## src/rtl/bram_port_arbiter_if.sv

```systemverilog
// Engine-side bus of the BRAM port arbiter: per-master request and port
// signals going in, registered grants and the shared read return coming out.
interface bram_port_arbiter_if #(
  parameter int N_MASTERS = 2,
  parameter int AW        = 32
);
  logic [N_MASTERS-1:0]    m_req;
  logic [N_MASTERS-1:0]    m_gnt;
  logic [N_MASTERS-1:0]    m_en;
  logic [4*N_MASTERS-1:0]  m_we;
  logic [AW*N_MASTERS-1:0] m_addr;
  logic [32*N_MASTERS-1:0] m_wdata;
  logic [31:0]             m_rdata;
  logic [N_MASTERS-1:0]    m_rvalid;

  // Engines drive requests and port signals, receive grant and read data.
  modport master (
    output m_req, m_en, m_we, m_addr, m_wdata,
    input  m_gnt, m_rdata, m_rvalid
  );

  // Arbiter side of the same bus.
  modport slave (
    input  m_req, m_en, m_we, m_addr, m_wdata,
    output m_gnt, m_rdata, m_rvalid
  );
endinterface

```

## src/rtl/bram_port_arbiter.sv

```systemverilog
// Round-robin arbiter sharing one single-port BRAM (1-cycle read latency)
// between N_MASTERS engines. An engine owns the port for a whole burst and
// releases it by dropping its request; MAX_HOLD optionally preempts long
// bursts when someone else is waiting.
module bram_port_arbiter #(
  parameter int N_MASTERS = 2,
  parameter int AW        = 32,
  parameter int MAX_HOLD  = 256
) (
  input  logic                clk,
  input  logic                rst_n,
  bram_port_arbiter_if.slave  m,
  output logic                bram_en,
  output logic [3:0]          bram_we,
  output logic [AW-1:0]       bram_addr,
  output logic [31:0]         bram_wdata,
  input  logic [31:0]         bram_rdata,
  output logic                bram_rst,
  output logic                busy,
  output logic [1:0]          owner
);
  localparam int IW = (N_MASTERS > 2) ? 2 : 1;
  localparam int HW = (MAX_HOLD < 2) ? 1 : $clog2(MAX_HOLD + 1);
  localparam logic [HW-1:0] HOLD_SAT  = HW'(MAX_HOLD);
  localparam logic [HW-1:0] HOLD_LAST = HW'(MAX_HOLD - 1);

  typedef enum logic {IDLE, OWN} state_t;

  state_t               state;
  logic [N_MASTERS-1:0] gnt;
  logic [N_MASTERS-1:0] win_oh;
  logic [N_MASTERS-1:0] rvalid;
  logic [IW-1:0]        own_idx;
  logic [IW-1:0]        rr_ptr;
  logic [IW-1:0]        win_idx;
  logic [IW-1:0]        rd_owner;
  logic [HW-1:0]        hold_cnt;
  logic                 own_req;
  logic                 others_req;
  logic                 preempt;
  logic                 q;
  logic                 rd_d1;

  // Lowest index after ptr (wrapping) among the requesters; ptr itself last.
  function automatic logic [IW-1:0] rr_pick(input logic [N_MASTERS-1:0] req,
                                            input logic [IW-1:0] ptr);
    logic [IW-1:0] pick;
    int            d;
    int            best_d;
    pick   = ptr;
    best_d = N_MASTERS;
    for (int i = 0; i < N_MASTERS; i++) begin
      d = (i + N_MASTERS - 1 - int'(ptr)) % N_MASTERS;
      if (req[i] && (d < best_d)) begin
        best_d = d;
        pick   = IW'(i);
      end
    end
    return pick;
  endfunction

  assign win_idx = rr_pick(m.m_req, rr_ptr);
  assign preempt = (MAX_HOLD != 0) && (hold_cnt == HOLD_LAST) && others_req;
  assign q       = (state == OWN) && own_req;

  // Split the request vector into the owner's request and everyone else's.
  always_comb begin
    own_req    = 1'b0;
    others_req = 1'b0;
    win_oh     = '0;
    for (int i = 0; i < N_MASTERS; i++) begin
      if (own_idx == IW'(i)) own_req = m.m_req[i];
      else if (m.m_req[i])   others_req = 1'b1;
      if (win_idx == IW'(i)) win_oh[i] = 1'b1;
    end
  end

  // Ownership FSM: grant in IDLE, release or preempt in OWN.
  always_ff @(posedge clk or negedge rst_n) begin
    if (!rst_n) begin
      state    <= IDLE;
      gnt      <= '0;
      own_idx  <= '0;
      rr_ptr   <= IW'(N_MASTERS - 1);
      hold_cnt <= '0;
    end else begin
      case (state)
        IDLE: begin
          if (|m.m_req) begin
            gnt      <= win_oh;
            own_idx  <= win_idx;
            hold_cnt <= '0;
            state    <= OWN;
          end
        end
        OWN: begin
          if (!own_req || preempt) begin
            gnt    <= '0;
            rr_ptr <= own_idx;
            state  <= IDLE;
          end else if (hold_cnt != HOLD_SAT) begin
            hold_cnt <= hold_cnt + 1'b1;
          end
        end
      endcase
    end
  end

  // Port mux: only the owner reaches the BRAM, and only while it still requests.
  always_comb begin
    bram_en    = 1'b0;
    bram_we    = 4'h0;
    bram_addr  = '0;
    bram_wdata = 32'h0;
    for (int i = 0; i < N_MASTERS; i++) begin
      if (q && (own_idx == IW'(i))) begin
        bram_en    = m.m_en[i];
        bram_we    = m.m_we[4*i +: 4];
        bram_addr  = m.m_addr[AW*i +: AW];
        bram_wdata = m.m_wdata[32*i +: 32];
      end
    end
  end

  // Remember who issued a read so its data valid lands even after release.
  always_ff @(posedge clk or negedge rst_n) begin
    if (!rst_n) begin
      rd_d1    <= 1'b0;
      rd_owner <= '0;
    end else begin
      rd_d1    <= bram_en && (bram_we == 4'h0);
      rd_owner <= own_idx;
    end
  end

  // Steer the read-valid pulse to the master that issued the read.
  always_comb begin
    rvalid = '0;
    for (int i = 0; i < N_MASTERS; i++) begin
      if (rd_d1 && (rd_owner == IW'(i))) rvalid[i] = 1'b1;
    end
  end

  assign m.m_gnt    = gnt;
  assign m.m_rvalid = rvalid;
  assign m.m_rdata  = bram_rdata;
  assign bram_rst   = 1'b0;
  assign busy       = (state == OWN);
  assign owner      = 2'(own_idx);

endmodule

```

## src/flat_wrapper.sv

```systemverilog
// flat-port wrapper written by rule: the top's interface ports become plain ports
module bram_port_arbiter_flat 
#(
  parameter int N_MASTERS = 2,
  parameter int AW        = 32,
  parameter int MAX_HOLD  = 256
)
  (clk, rst_n, bram_en, bram_we, bram_addr, bram_wdata, bram_rdata, bram_rst, busy, owner, m_m_req, m_m_en, m_m_we, m_m_addr, m_m_wdata, m_m_gnt, m_m_rdata, m_m_rvalid);
  bram_port_arbiter_if #(.N_MASTERS(N_MASTERS), .AW(AW)) m_i ();
  input  logic clk;
  input  logic rst_n;
  output logic bram_en;
  output logic [3:0] bram_we;
  output logic [AW-1:0] bram_addr;
  output logic [31:0] bram_wdata;
  input  logic [31:0] bram_rdata;
  output logic bram_rst;
  output logic busy;
  output logic [1:0] owner;
  input wire logic [$bits(m_i.m_req)-1:0] m_m_req;
  input wire logic [$bits(m_i.m_en)-1:0] m_m_en;
  input wire logic [$bits(m_i.m_we)-1:0] m_m_we;
  input wire logic [$bits(m_i.m_addr)-1:0] m_m_addr;
  input wire logic [$bits(m_i.m_wdata)-1:0] m_m_wdata;
  output wire logic [$bits(m_i.m_gnt)-1:0] m_m_gnt;
  output wire logic [$bits(m_i.m_rdata)-1:0] m_m_rdata;
  output wire logic [$bits(m_i.m_rvalid)-1:0] m_m_rvalid;
  assign m_i.m_req = m_m_req;
  assign m_i.m_en = m_m_en;
  assign m_i.m_we = m_m_we;
  assign m_i.m_addr = m_m_addr;
  assign m_i.m_wdata = m_m_wdata;
  assign m_m_gnt = m_i.m_gnt;
  assign m_m_rdata = m_i.m_rdata;
  assign m_m_rvalid = m_i.m_rvalid;
  bram_port_arbiter #(.N_MASTERS(N_MASTERS), .AW(AW), .MAX_HOLD(MAX_HOLD)) u_core (.clk(clk), .rst_n(rst_n), .m(m_i), .bram_en(bram_en), .bram_we(bram_we), .bram_addr(bram_addr), .bram_wdata(bram_wdata), .bram_rdata(bram_rdata), .bram_rst(bram_rst), .busy(busy), .owner(owner));
endmodule
```

## config.mk

```make
export PLATFORM = sky130hd
export DESIGN_NAME = bram_port_arbiter_flat
export DESIGN_NICKNAME = d
export VERILOG_FILES = /design/src/rtl/bram_port_arbiter_if.sv /design/src/rtl/bram_port_arbiter.sv /design/src/flat_wrapper.sv
export SDC_FILE = /design/constraint.sdc
export NUM_CORES = 1
export LEC_CHECK = 0
export ABC_AREA = 1
export CAP_MARGIN = 20
export CORE_AREA = 2 2 109 111
export CTS_CLUSTER_SIZE = 20
export DETAILED_ROUTE_END_ITERATION = 8
export DIE_AREA = 0 0 111 113
export HOLD_SLACK_MARGIN = 0.06
export RECOVER_POWER = 100
export REMOVE_ABC_BUFFERS = 1
export SLEW_MARGIN = 20
export SYNTH_ARGS = -nofsm -noshare
export SYNTH_HDL_FRONTEND = slang
export SYNTH_SLANG_ARGS = --single-unit
```

## constraint.sdc

```tcl
create_clock -name clk -period 5.9 [get_ports clk]
set_clock_uncertainty 0.2 [all_clocks]
set_input_delay 1.18 -clock clk [delete_from_list [all_inputs] [get_ports clk]]
set_output_delay 1.18 -clock clk [all_outputs]
set_load 0.05 [all_outputs]
```

==> impl_metrics.csv <==
group,metric,value,unit
status,run_status,"finished, final reports clean",
clocking,cts.sinks,16,
final_layout,final_common_cell,"clkdlybuf4s50_1",
sta,rsz0062_at_grt,"false",
run,maxCapViolations,0,
sta,slew_headroom,0.329,
setup_path,cp-end-kind,"output port",
sta,setup_viol,0,
floorplan,fp-row-count,39,
global_route,gr-total-overflow,0,
clocking,cts_hold_buf,0,
clocking,postCtsResizedCells,0,
setup_path,worstSetupPathType,"input pin to output port",
placed_design,hpwl,11.1,mm
clocking,cts_buffer_depth,2,
final_layout,nFillCells,1213,
sta,tightest_slew,1.00,ns
final_layout,layout_common_cells,"clkdlybuf4s50_1 (141), nand2_1 (99), inv_1 (87)",
pwr,leakagePower,0.00203,uW
sta,fmax,186,MHz
global_route,first_global_vias,2905,
drt,vias_per_cell,4.21,
sta,fin_crit_sh,0.913,
clocking,cts-root-buf,"clkbuf_16",
synth,syn_inst,377,
sta,period_minus_slack,5.39,ns
synth,avgSynthCellArea,5.75,um^2
setup_path,path_max_fanout,38,
drt,num_vias,2916,
drt,firstDrtPassIters,4,
final_layout,finalNetCount,728,
final_layout,layout-drive-gt1-share,0.0400,
drt,wl,12.6,mm
drt,ant_nets,0,
sta,finalSetupTns,0,ns
synth,yosysSeqAreaShare,0.185,
clocking,postCtsSetupBuffers,0,
clocking,cts_tree,"built",
placed_design,io_buffers,216,
floorplan,ios,283,
synth,synth.distinct_cells,27,
sta,timing.hold.ws,0.257,ns
global_route,grt_first_pass_wirelength,18.3,mm
global_route,grtUsageMet3,0.179,
synth,syn_area,2170,um^2
synth,yosys_warnings,0,
placed_design,dp_cells,689,
final_layout,final_cells,693,
clocking,insertion_delay,0.25,ns
clocking,cts_max_level,1,
setup_path,start_kind,"input pin",
setup_path,crit_required,4.52,ns
synth,ys_ff_latch,16,
sta,slew_viol_final,0,
pwr,vdd.ir_drop.worst,0.203,mV
drt,drt-initial-drc-count,127,
clocking,cts.clk_slew.worst_paths,0.05,ns
final_layout,multiInputGateArea,1040,um^2
global_route,grt_util_all_layers,0.196,
drt,drc,0,
floorplan,dieArea,12500,um^2
pwr,p_per_area,352,nW/um^2
placed_design,gp_congestion,0.937,
global_route,met1_usage,0.167,
floorplan,dieHeight,113,um
final_layout,ff_latch_area,402,um^2
clocking,cts_buffers,3,
global_route,grt_max_degree,67,
sta,hold_viol,0,
setup_path,arrival,4.01,ns
final_layout,antenna_cells,0,
floorplan,die_x,111,um
global_route,top_usage_layer,"met2",
floorplan,core-area,11300,um^2
global_route,use_met2,0.335,
final_layout,area_growth,90.9,%
global_route,antenna_found_initial,0,
drt,wl_per_cell,18.2,um
floorplan,start_util,0.192,
hold_path,hold_path_class,"flop to flop",
## cell families after synthesis
kind of cell	after synthesis	synth area share
simple gates	134	0.260
fa+ha+maj	3	0.0173
flops	16	0.185
xor+xnor	1	0.00404
buf+inv	138	0.319
other cells	1	0.00173
compound gates	84	0.212
## cell type report
type,instances,area share
timing repair buffer,219,0.507
multi-input combinational,224,0.252
sequential,16,0.0971
inverter,87,0.0789
tap,143,0.0432
clock buffer,4,0.0215
## stage by stage
step	setup WS (ns)	total power (uW)	area [um^2]	util
2_1_floorplan	1.27	928	1810	-
3_3_place_gp	0.879	1390	4140	0.367
3_5_place_dp	0.846	1400	4140	0.367
4_1_cts	0.825	1550	4230	0.375
5_1_grt	0.363	1540	4140	0.367
6_report	0.511	1460	4140	0.367
## final timing paths
| path | slack (ns) | start | endpoint | depth (start not counted) |
|---|---|---|---|---|
| setup / recovery | 0.51 | m_m_req[1] | bram_addr[17] | 5 |
| hold / removal | 0.26 | u_core.own_idx | u_core.rd_owner | 0 |
| setup reg to reg | 3.45 | u_core.hold_cnt[0] | u_core.hold_cnt[4] | 11 |
| hold reg to reg | 0.26 | u_core.own_idx | u_core.rd_owner | 0 |
| max in group asynchronous | 3.80 | rst_n | u_core.rd_owner | 1 |
| min in group asynchronous | 1.24 | rst_n | u_core.hold_cnt[2] | 1 |
## metal layers
metal | vias to the layer above | wire, um
li1 | 1451 | -
met3 | 15 | 2590
met2 | 217 | 5730
met1 | 1231 | 3960
met4 | 2 | 232
met5 | - | 103
## cells in the mapped netlist
cell type	count	area (um^2)
buf_6	2	22.5
nand3b_1	1	7.51
o21ai_2	5	43.8
dfrtp_1	15	375
nand3_2	2	20.0
buf_2	1	5.00
nand2_1	98	368
o21a_1	2	15.0
o21ai_1	37	185
a21oi_1	2	10.0
o21ai_4	1	16.3
buf_1	1	3.75
buf_4	42	315
dfstp_2	1	26.3
nand2_2	4	25.0
xor2_1	1	8.76
o21ai_0	35	175
nand3_1	11	55.1
nand4_1	4	25.0
nor2_1	12	45.0
ha_1	3	37.5
or2_2	1	6.26
inv_1	87	327
clkbuf_1	5	18.8
conb_1	1	3.75
nor2_4	1	11.3
o21bai_1	2	15.0
## critical path: stages
cell	delay, ns
clkdlybuf4s50_1	0.56
nand3_1	0.72
buf_12	0.46
o21ai_0	0.16
dlygate4sd3_1	0.89
## flip-flops by register name (all words and copies together) (netlist names)
signal,count
u_core.hold_cnt,9
u_core.m.m_gnt,2
u_core.busy,1
u_core.own_idx,1
u_core.rd_d1,1
u_core.rd_owner,1
u_core.rr_ptr,1
## where the power goes
part,total [uW],switching (uW),internal (uW),leakage [uW]
Sequential,180,37.2,142,0.000209
Clock,147,43.6,103,0.0000442
Combinational,1130,800,332,0.00178
Power figures use the tool's default switching activity.
